==> src/rtl/insn_chk_stage_if.sv <==
// Bundles the fetch-side inputs and registered check results of insn_chk_stage.
// The stage drives the results; the producer or testbench drives the inputs.
interface insn_chk_stage_if #(
   parameter int CNT_W = 16
);
   logic [31:0]      instr_i;
   logic [31:0]      pc_i;
   logic             vld_i;
   logic             stall_i;
   logic             flush_i;
   logic             clr_first_i;
   logic [31:0]      instr_o;
   logic [31:0]      pc_o;
   logic             vld_o;
   logic             insn_vld_o;
   logic             illegal_o;
   logic [CNT_W-1:0] ill_cnt_o;
   logic             first_vld_o;
   logic [31:0]      first_pc_o;
   logic [31:0]      first_instr_o;

   modport master (
      output instr_i, pc_i, vld_i, stall_i, flush_i, clr_first_i,
      input  instr_o, pc_o, vld_o, insn_vld_o, illegal_o, ill_cnt_o,
             first_vld_o, first_pc_o, first_instr_o
   );

   modport slave (
      input  instr_i, pc_i, vld_i, stall_i, flush_i, clr_first_i,
      output instr_o, pc_o, vld_o, insn_vld_o, illegal_o, ill_cnt_o,
             first_vld_o, first_pc_o, first_instr_o
   );
endinterface

==> src/rtl/insn_chk_stage.sv <==
// RV32I(+M/Zicsr/SYSTEM) legality check stage: registers instr/pc/valid/legal,
// counts illegal instructions (saturating) and captures the first illegal one.
module insn_chk_stage #(
   parameter bit EN_M      = 1'b1,
   parameter bit EN_ZICSR  = 1'b1,
   parameter bit EN_SYSTEM = 1'b1,
   parameter int CNT_W     = 16
) (
   input  logic           clk_i,
   input  logic           rst_i,
   insn_chk_stage_if.slave bus
);
   localparam logic [6:0] OPC_OP     = 7'b0110011;
   localparam logic [6:0] OPC_OPIMM  = 7'b0010011;
   localparam logic [6:0] OPC_LOAD   = 7'b0000011;
   localparam logic [6:0] OPC_STORE  = 7'b0100011;
   localparam logic [6:0] OPC_BRANCH = 7'b1100011;
   localparam logic [6:0] OPC_JALR   = 7'b1100111;
   localparam logic [6:0] OPC_JAL    = 7'b1101111;
   localparam logic [6:0] OPC_LUI    = 7'b0110111;
   localparam logic [6:0] OPC_AUIPC  = 7'b0010111;
   localparam logic [6:0] OPC_MISC   = 7'b0001111;
   localparam logic [6:0] OPC_SYSTEM = 7'b1110011;

   localparam logic [6:0]  F7_BASE = 7'b0000000;
   localparam logic [6:0]  F7_ALT  = 7'b0100000;
   localparam logic [6:0]  F7_MULDIV = 7'b0000001;
   localparam logic [24:0] SYS_ECALL  = 25'h0000000;
   localparam logic [24:0] SYS_EBREAK = 25'h0002000;

   logic [6:0] w_opc;
   logic [2:0] w_f3;
   logic [6:0] w_f7;
   logic       w_legal;
   logic       w_acc;
   logic       w_ill_ev;

   logic [31:0]      r_instr;
   logic [31:0]      r_pc;
   logic             r_vld;
   logic             r_insn_vld;
   logic [CNT_W-1:0] r_cnt;
   logic             r_first_vld;
   logic [31:0]      r_first_pc;
   logic [31:0]      r_first_instr;

   assign w_opc = bus.instr_i[6:0];
   assign w_f3  = bus.instr_i[14:12];
   assign w_f7  = bus.instr_i[31:25];

   always_comb begin
      w_legal = 1'b0;
      case (w_opc)
         OPC_OP: begin
            if (w_f7 == F7_BASE)        w_legal = 1'b1;
            else if (w_f7 == F7_ALT)    w_legal = (w_f3 == 3'b000) || (w_f3 == 3'b101);
            else if (w_f7 == F7_MULDIV) w_legal = EN_M;
            else                        w_legal = 1'b0;
         end
         OPC_OPIMM: begin
            // Only the shift-immediate forms carry a funct7 qualifier.
            if (w_f3 == 3'b001)      w_legal = (w_f7 == F7_BASE);
            else if (w_f3 == 3'b101) w_legal = (w_f7 == F7_BASE) || (w_f7 == F7_ALT);
            else                     w_legal = 1'b1;
         end
         OPC_LOAD:   w_legal = (w_f3 != 3'b011) && (w_f3 != 3'b110) && (w_f3 != 3'b111);
         OPC_STORE:  w_legal = (w_f3 == 3'b000) || (w_f3 == 3'b001) || (w_f3 == 3'b010);
         OPC_BRANCH: w_legal = (w_f3 != 3'b010) && (w_f3 != 3'b011);
         OPC_JALR:   w_legal = (w_f3 == 3'b000);
         OPC_JAL, OPC_LUI, OPC_AUIPC: w_legal = 1'b1;
         OPC_MISC:   w_legal = EN_SYSTEM && (w_f3 == 3'b000);
         OPC_SYSTEM: begin
            if (w_f3 == 3'b000)
               w_legal = EN_SYSTEM && ((bus.instr_i[31:7] == SYS_ECALL) ||
                                       (bus.instr_i[31:7] == SYS_EBREAK));
            else if (w_f3 == 3'b100)
               w_legal = 1'b0;
            else
               w_legal = EN_ZICSR;
         end
         default:    w_legal = 1'b0;
      endcase
   end

   assign w_acc    = bus.vld_i & ~bus.stall_i & ~bus.flush_i;
   assign w_ill_ev = w_acc & ~w_legal;

   // Flush only kills valid; payload holds so the register need not toggle.
   always_ff @(posedge clk_i) begin
      if (rst_i) begin
         r_instr    <= '0;
         r_pc       <= '0;
         r_vld      <= 1'b0;
         r_insn_vld <= 1'b0;
      end else if (bus.flush_i) begin
         r_vld      <= 1'b0;
      end else if (!bus.stall_i) begin
         r_instr    <= bus.instr_i;
         r_pc       <= bus.pc_i;
         r_vld      <= bus.vld_i;
         r_insn_vld <= w_legal;
      end
   end

   always_ff @(posedge clk_i) begin
      if (rst_i)
         r_cnt <= '0;
      else if (w_ill_ev && (r_cnt != '1))
         r_cnt <= r_cnt + CNT_W'(1);
   end

   // A clear in the same cycle as an illegal event re-arms and captures at once.
   always_ff @(posedge clk_i) begin
      if (rst_i) begin
         r_first_vld   <= 1'b0;
         r_first_pc    <= '0;
         r_first_instr <= '0;
      end else if (w_ill_ev && (!r_first_vld || bus.clr_first_i)) begin
         r_first_vld   <= 1'b1;
         r_first_pc    <= bus.pc_i;
         r_first_instr <= bus.instr_i;
      end else if (bus.clr_first_i) begin
         r_first_vld   <= 1'b0;
      end
   end

   assign bus.instr_o       = r_instr;
   assign bus.pc_o          = r_pc;
   assign bus.vld_o         = r_vld;
   assign bus.insn_vld_o    = r_insn_vld;
   assign bus.illegal_o     = r_vld & ~r_insn_vld;
   assign bus.ill_cnt_o     = r_cnt;
   assign bus.first_vld_o   = r_first_vld;
   assign bus.first_pc_o    = r_first_pc;
   assign bus.first_instr_o = r_first_instr;
endmodule
==> src/flat_wrapper.sv <==
// flat-port wrapper written by rule: the top's interface ports become plain ports
module insn_chk_stage_flat 
#(
   parameter bit EN_M      = 1'b1,
   parameter bit EN_ZICSR  = 1'b1,
   parameter bit EN_SYSTEM = 1'b1,
   parameter int CNT_W     = 16
)
  (clk_i, rst_i, bus_instr_i, bus_pc_i, bus_vld_i, bus_stall_i, bus_flush_i, bus_clr_first_i, bus_instr_o, bus_pc_o, bus_vld_o, bus_insn_vld_o, bus_illegal_o, bus_ill_cnt_o, bus_first_vld_o, bus_first_pc_o, bus_first_instr_o);
  insn_chk_stage_if #(.CNT_W(CNT_W)) bus_i ();
  input  logic clk_i;
  input  logic rst_i;
  input wire logic [$bits(bus_i.instr_i)-1:0] bus_instr_i;
  input wire logic [$bits(bus_i.pc_i)-1:0] bus_pc_i;
  input wire logic [$bits(bus_i.vld_i)-1:0] bus_vld_i;
  input wire logic [$bits(bus_i.stall_i)-1:0] bus_stall_i;
  input wire logic [$bits(bus_i.flush_i)-1:0] bus_flush_i;
  input wire logic [$bits(bus_i.clr_first_i)-1:0] bus_clr_first_i;
  output wire logic [$bits(bus_i.instr_o)-1:0] bus_instr_o;
  output wire logic [$bits(bus_i.pc_o)-1:0] bus_pc_o;
  output wire logic [$bits(bus_i.vld_o)-1:0] bus_vld_o;
  output wire logic [$bits(bus_i.insn_vld_o)-1:0] bus_insn_vld_o;
  output wire logic [$bits(bus_i.illegal_o)-1:0] bus_illegal_o;
  output wire logic [$bits(bus_i.ill_cnt_o)-1:0] bus_ill_cnt_o;
  output wire logic [$bits(bus_i.first_vld_o)-1:0] bus_first_vld_o;
  output wire logic [$bits(bus_i.first_pc_o)-1:0] bus_first_pc_o;
  output wire logic [$bits(bus_i.first_instr_o)-1:0] bus_first_instr_o;
  assign bus_i.instr_i = bus_instr_i;
  assign bus_i.pc_i = bus_pc_i;
  assign bus_i.vld_i = bus_vld_i;
  assign bus_i.stall_i = bus_stall_i;
  assign bus_i.flush_i = bus_flush_i;
  assign bus_i.clr_first_i = bus_clr_first_i;
  assign bus_instr_o = bus_i.instr_o;
  assign bus_pc_o = bus_i.pc_o;
  assign bus_vld_o = bus_i.vld_o;
  assign bus_insn_vld_o = bus_i.insn_vld_o;
  assign bus_illegal_o = bus_i.illegal_o;
  assign bus_ill_cnt_o = bus_i.ill_cnt_o;
  assign bus_first_vld_o = bus_i.first_vld_o;
  assign bus_first_pc_o = bus_i.first_pc_o;
  assign bus_first_instr_o = bus_i.first_instr_o;
  insn_chk_stage #(.EN_M(EN_M), .EN_ZICSR(EN_ZICSR), .EN_SYSTEM(EN_SYSTEM), .CNT_W(CNT_W)) u_core (.clk_i(clk_i), .rst_i(rst_i), .bus(bus_i));
endmodule
==> config.mk <==
export PLATFORM = sky130hd
export DESIGN_NAME = insn_chk_stage_flat
export DESIGN_NICKNAME = d
export VERILOG_FILES = /design/src/rtl/insn_chk_stage_if.sv /design/src/rtl/insn_chk_stage.sv /design/src/flat_wrapper.sv
export SDC_FILE = /design/constraint.sdc
export NUM_CORES = 1
export LEC_CHECK = 0
export ABC_CLOCK_PERIOD_IN_PS = 1900
export BUFFER_PORTS_ARGS = -buffer_cell sky130_fd_sc_hd__buf_2
export CORE_UTILIZATION = 46
export CTS_BUF_LIST = sky130_fd_sc_hd__clkbuf_8
export DETAILED_ROUTE_END_ITERATION = 6
export PLACE_DENSITY = 0.9
export SYNTH_ARGS = -nofsm -noshare
export SYNTH_HDL_FRONTEND = slang
export SYNTH_SLANG_ARGS = --single-unit
==> constraint.sdc <==
create_clock -name clk_i -period 1.9 [get_ports clk_i]
set_input_delay 0.285 -clock clk_i [delete_from_list [all_inputs] [get_ports clk_i]]
set_output_delay 0.285 -clock clk_i [all_outputs]
set_load 0.03 [all_outputs]
* Yosys cells after proc, flatten, opt, wreduce, memory -nomap -nowiden
Index checks and enable logic that the tools add are counted.
** Operators by class
- Add/subtract/negate cells :: 1
- Bitwise operators :: 8
- Eq/ne operators :: 23
- Muxes and demuxes :: 10
- Reduce and logical (&&, ||, !) cells :: 20
** Operators with widths (number)
- $eq 7x6->1 const B :: 4
- $eq 7x7->1 const B :: 4
- $eq 25x14->1 const B :: 1
- $logic_not 25->1 :: 1
- $add 16x1->16 const B :: 1
- $ne 16x16->1 const B :: 1
- $eq 7x5->1 const B :: 2
- $mux 1 :: 9
- $pmux 1 s8 :: 1
- $eq 7x1->1 const B :: 1
- $eq 7x2->1 const B :: 1
- $eq 7x4->1 const B :: 1
- $logic_not 7->1 :: 1
- $eq 3x3->1 const B :: 2
- $logic_or 1x1->1 :: 6
- $ne 3x2->1 const B :: 2
- $ne 3x3->1 const B :: 2
- $logic_and 1x1->1 :: 5
- $and 1x1->1 :: 4
- $not 1->1 :: 4
- $reduce_or 2->1 :: 2
- $eq 3x1->1 const B :: 1
- $eq 3x2->1 const B :: 1
- $logic_not 3->1 :: 1
- other kinds (4) :: 4
** Storage, ports and cells
- Output and inout port bits :: 148
- Register bits after elaboration :: 147
- Input port bits :: 70

* Logic depth before layout (Yosys ltp)
- Depth after elaboration :: 9
- Mapped depth :: 9
- Depth with buffers taken out :: 7

* Worst setup path after synthesis
No wires, ideal clock.
- Path kind :: register -> register
- From :: register u_core.r_cnt[7], in the netlist u_core.bus.ill_cnt_o[7]
- To :: register u_core.r_cnt[10], in the netlist u_core.bus.ill_cnt_o[10]
- Period minus slack after synthesis :: 2.097 ns
- Setup time :: 0.123 ns
- Path slack :: -0.197 ns
- Cell stages (with the launch flop) :: 9
- Data arrival time :: 1.974 ns
- Cells stage by stage :: dfxtp_1 > and4_1 > nand2_1 > o31ai_1 > nor4_4 > nand2_2 > buf_6 > nor4_1 > mux2_1
** Between the ends
- Longest elaborated chain between the ends :: 2
** Ends and longest elaborated chain
- from (decl) :: RTL line insn_chk_stage.sv:42 : logic [CNT_W-1:0] r_cnt;
- from (signal assigned) :: RTL line insn_chk_stage.sv:109 : r_cnt <= r_cnt + CNT_W'(1);
- parallel branches: the longest is 2 deep, another holds $add 16x1->16
Several ways; the timed one is not identified.
A chain may end at the register's enable or synchronous reset.

* Final worst setup path
- From :: register u_core.r_cnt[14], in the netlist u_core.bus.ill_cnt_o[14]
- To :: register u_core.r_cnt[6], in the netlist u_core.bus.ill_cnt_o[6]
** Between the ends
- Longest elaborated chain between the ends :: 2
** Ends and longest elaborated chain
- $ne 16x16->1 :: RTL line insn_chk_stage.sv:108 : else if (w_ill_ev && (r_cnt != '1))
- $logic_and 1x1->1 :: RTL line insn_chk_stage.sv:108
No other way between the ends.

==> flow_summary_export.csv <==
group,metric,value,unit
setup_path,arrival,2.28,ns
final_layout,seqCellArea,2960,µm²
run_status,status,"finished with violations",
synthesis,syn_nets,712,
global_route,grt_max_degree,72,
routing,wl_per_cell,14.9,µm
placement,hpwl,11.6,mm
setup_path,start_kind,"register",
synthesis,synth_edf_count,0,
routing,dr.first_iter.drc_count,395,
synthesis,netlist_instances,641,
synthesis,synth.avg_cell_area,8.89,µm²
die,die-area,12800,µm²
synthesis,yosys.area.top_type,"dfxtp_1",
clock_network,clk_pin_slew,0.08,ns
timing,fmax,521,MHz
synthesis,synth_area,5700,µm²
final_layout,nNetsFinal,987,
final_layout,drive_above_1_share,39.5,%
global_route,grt_usage,24.6,%
timing,timing.final.ws_setup,-0.0194,ns
routing,vias_per_cell,5.16,
synthesis,synth_cell_types,46,
setup_path,worstPathCellList,"and4_1 > nand2_2 > o31ai_4 > nor4_4 > buf_6 > nand2_2 > or4_1 > a21oi_2",
placement,dp_slack,-0.356,ns
job,drv_cap,0,
setup_path,critPathMaxFanout,5,
timing,hold_viol,0,
setup_path,cp-end-kind,"register",
clock_network,numCtsBuffers,17,
clock_network,cts_sinks,147,
final_layout,synthToLayoutAreaGrowth,41.4,%
timing,period_needed,1.92,ns
setup_path,rr_worst_depth,8,
setup_path,startpoint,"u_core.bus.ill_cnt_o[14]$_SDFFE_PP0P_",
setup_path,crit_type,"register to register",
final_layout,diodes,0,
global_route,grt-ovfl-total,0,
setup_path,slowest_stage,"or4_1",
clock_network,clk_latency,0.44,ns
routing,drc,0,
synthesis,ys_seq_area_share,51.7,%
timing,setup_viol,2,
pwr,power,6.57,mW
global_route,antenna_found_initial,0,
die,rows,40,
pwr,ir_worst_vdd,0.000522,V
setup_path,crit_path_frequent_cell,"nand2_2",
timing,fin_skew,0.0126,ns
timing,rsz0062_at_grt,"yes",
synthesis,yosys_warnings,0,
final_layout,multi_input_area,2700,µm²
synthesis,synth_most_common_cell,"dfxtp_1",
pwr,p_leak,4.10,nW
setup_path,reg2reg_setup_slack,-0.02,ns
clock_network,h-tree-depth,4,
final_layout,stdcell_count,1095,
global_route,grt_pass1_wl,24.8,mm
routing,vias,5645,
synthesis,synth_top_area_share,51.7,%
run_status,violations,"setup timing",
min_path,hp-class,"input pin to register",
routing,routed_wl,16.3,mm
synthesis,netlist_top_cells_area,"dfxtp_1, mux2i_1, nand2_1",
die,pin_count,218,
setup_path,slowest_delay,0.43,ns
timing,tightest_slew,0.436,ns
routing,drtPass1Iterations,5,
setup_path,reg2reg_from,"u_core.bus.ill_cnt_o[14]$_SDFFE_PP0P_",
timing,fin_crit_sh,101,%
die,die_h,113,µm
synthesis,synth_seq_cells,147,
routing,postRouteAntennaNets,0,
placement,place_inst,1060,
final_layout,n_fill_cell,961,
global_route,first_global_vias,5229,
synthesis,synth-main-ff-cell,"dfxtp_1",
die,start_util,47.2,%
die,die_w,113,µm
placement,place_congestion,0.823,
timing,relSlewSlack,70.5,%
final_layout,final_util,66.8,%
synthesis,async_flop_share,0,%
setup_path,worstPathRequired,2.27,ns
clock_network,clockBufferDepth,2,
setup_path,rr_endpoint,"u_core.bus.ill_cnt_o[6]$_SDFFE_PP0P_",
clock_network,clockRootBuffer,"clkbuf_8",
pwr,power_density,816,nW/µm²
die,coreArea,12100,µm²
placement,numPortBuffers,217,
setup_path,critPathCapture,"u_core.bus.ill_cnt_o[6]$_SDFFE_PP0P_",
timing,drv_slew,0,
clock_network,cts_tree,"done",
synthesis,synthTopCellsByCount,"dfxtp_1, nand2_1, nor2_1",
area by class of cell:
class	count	share of cell area, %
inverters	3	0.140
multi-input cells	451	33.5
flip-flops and latches	147	36.7
repair buffers	296	22.2
clock inverters	10	1.37
well taps	168	2.61
clock buffers	20	3.42
timing repair:
item / in CTS / in global routing
resized for setup: 1 / 26
gates cloned: 0 / 1
setup endpoints to repair: 1 / 32
buffers inserted: 0 / 4
hold buffers: 0 / 0
pin swaps: 0 / 11
registers in the layout (all words and copies together) (netlist names):
register / flops
u_core.bus.instr_o: 32
u_core.bus.first_pc_o: 32
u_core.bus.vld_o: 1
u_core.bus.insn_vld_o: 1
u_core.bus.first_instr_o: 32
u_core.bus.pc_o: 32
u_core.bus.first_vld_o: 1
u_core.bus.ill_cnt_o: 16
critical path, delay by kind of cell (launching register included):
family          cells  cell delay (ns)
buf+inv             1             0.17
flops               1             0.36
simple gates        5             1.12
compound gates      2             0.20
through the flow:
stage | hold slack (ns) | cell area [µm²] | TNS, ns
global placement | 0.439 | 7510 | -21.57
finish | 0.0959 | 8060 | -0.0197
global route | 0.0559 | 8060 | -0.847
floorplan | 0.364 | 5790 | -7.14
detailed placement | 0.443 | 7510 | -24.53
CTS | 0.0650 | 7900 | 0
placed cells by master (no fill, tap or decap), drive strengths merged, types with 2 or more instances in the layout:
cell type  count
a21o           3
a21oi         75
a31oi          2
and4           2
buf          296
bufinv         2
clkbuf        20
clkinv         4
clkinvlp       3
dfxtp        147
inv            4
mux2           2
mux2i         66
nand2        143
nand2b         2
nand3         12
nor2          79
nor2b          6
nor3           6
nor4           8
o21ai          8
o31ai          4
or2            2
or3            6
or4            5
xor2           5
worst min-delay path by stage:
stage,startpoint,endpoint,slack (ns),depth (start not counted)
finish,bus_pc_i[2],u_core.bus.pc_o[2]$_SDFFE_PP0P_,0.1,3
global route,bus_pc_i[0],u_core.bus.pc_o[0]$_SDFFE_PP0P_,0.06,3
CTS,bus_pc_i[31],u_core.bus.pc_o[31]$_SDFFE_PP0P_,0.07,3
detailed placement,u_core.bus.instr_o[15]$_SDFFE_PP0P_,u_core.bus.instr_o[15]$_SDFFE_PP0P_,0.44,2
global placement,u_core.bus.pc_o[26]$_SDFFE_PP0P_,u_core.bus.pc_o[26]$_SDFFE_PP0P_,0.44,2
floorplan,bus_flush_i,u_core.bus.vld_o$_SDFFE_PP0N_,0.36,1
kinds of logic after synthesis:
group | after synthesis | synth area share [%]
xor+xnor | 5 | 0.769
mux | 68 | 12.0
compound gates | 98 | 9.69
flops | 147 | 51.7
simple gates | 278 | 21.7
buf+inv | 44 | 3.91
fa+ha+maj | 1 | 0.220
layer usage:
layer  up-vias  track usage (%)  share of wire [%]
met1      2666             27.2                 40
met2       239             43.8                 51
li1       2717                -                  -
met4         0             9.74                1.4
met3        23             8.03                7.6
met5         -                0                  0
power breakdown:
group,internal (mW),switching [mW]
clock,1.25,1.12
combinational,0.357,0.601
sequential,3.19,0.0579
total,4.79,1.78
(Power assumes the default switching activity.)
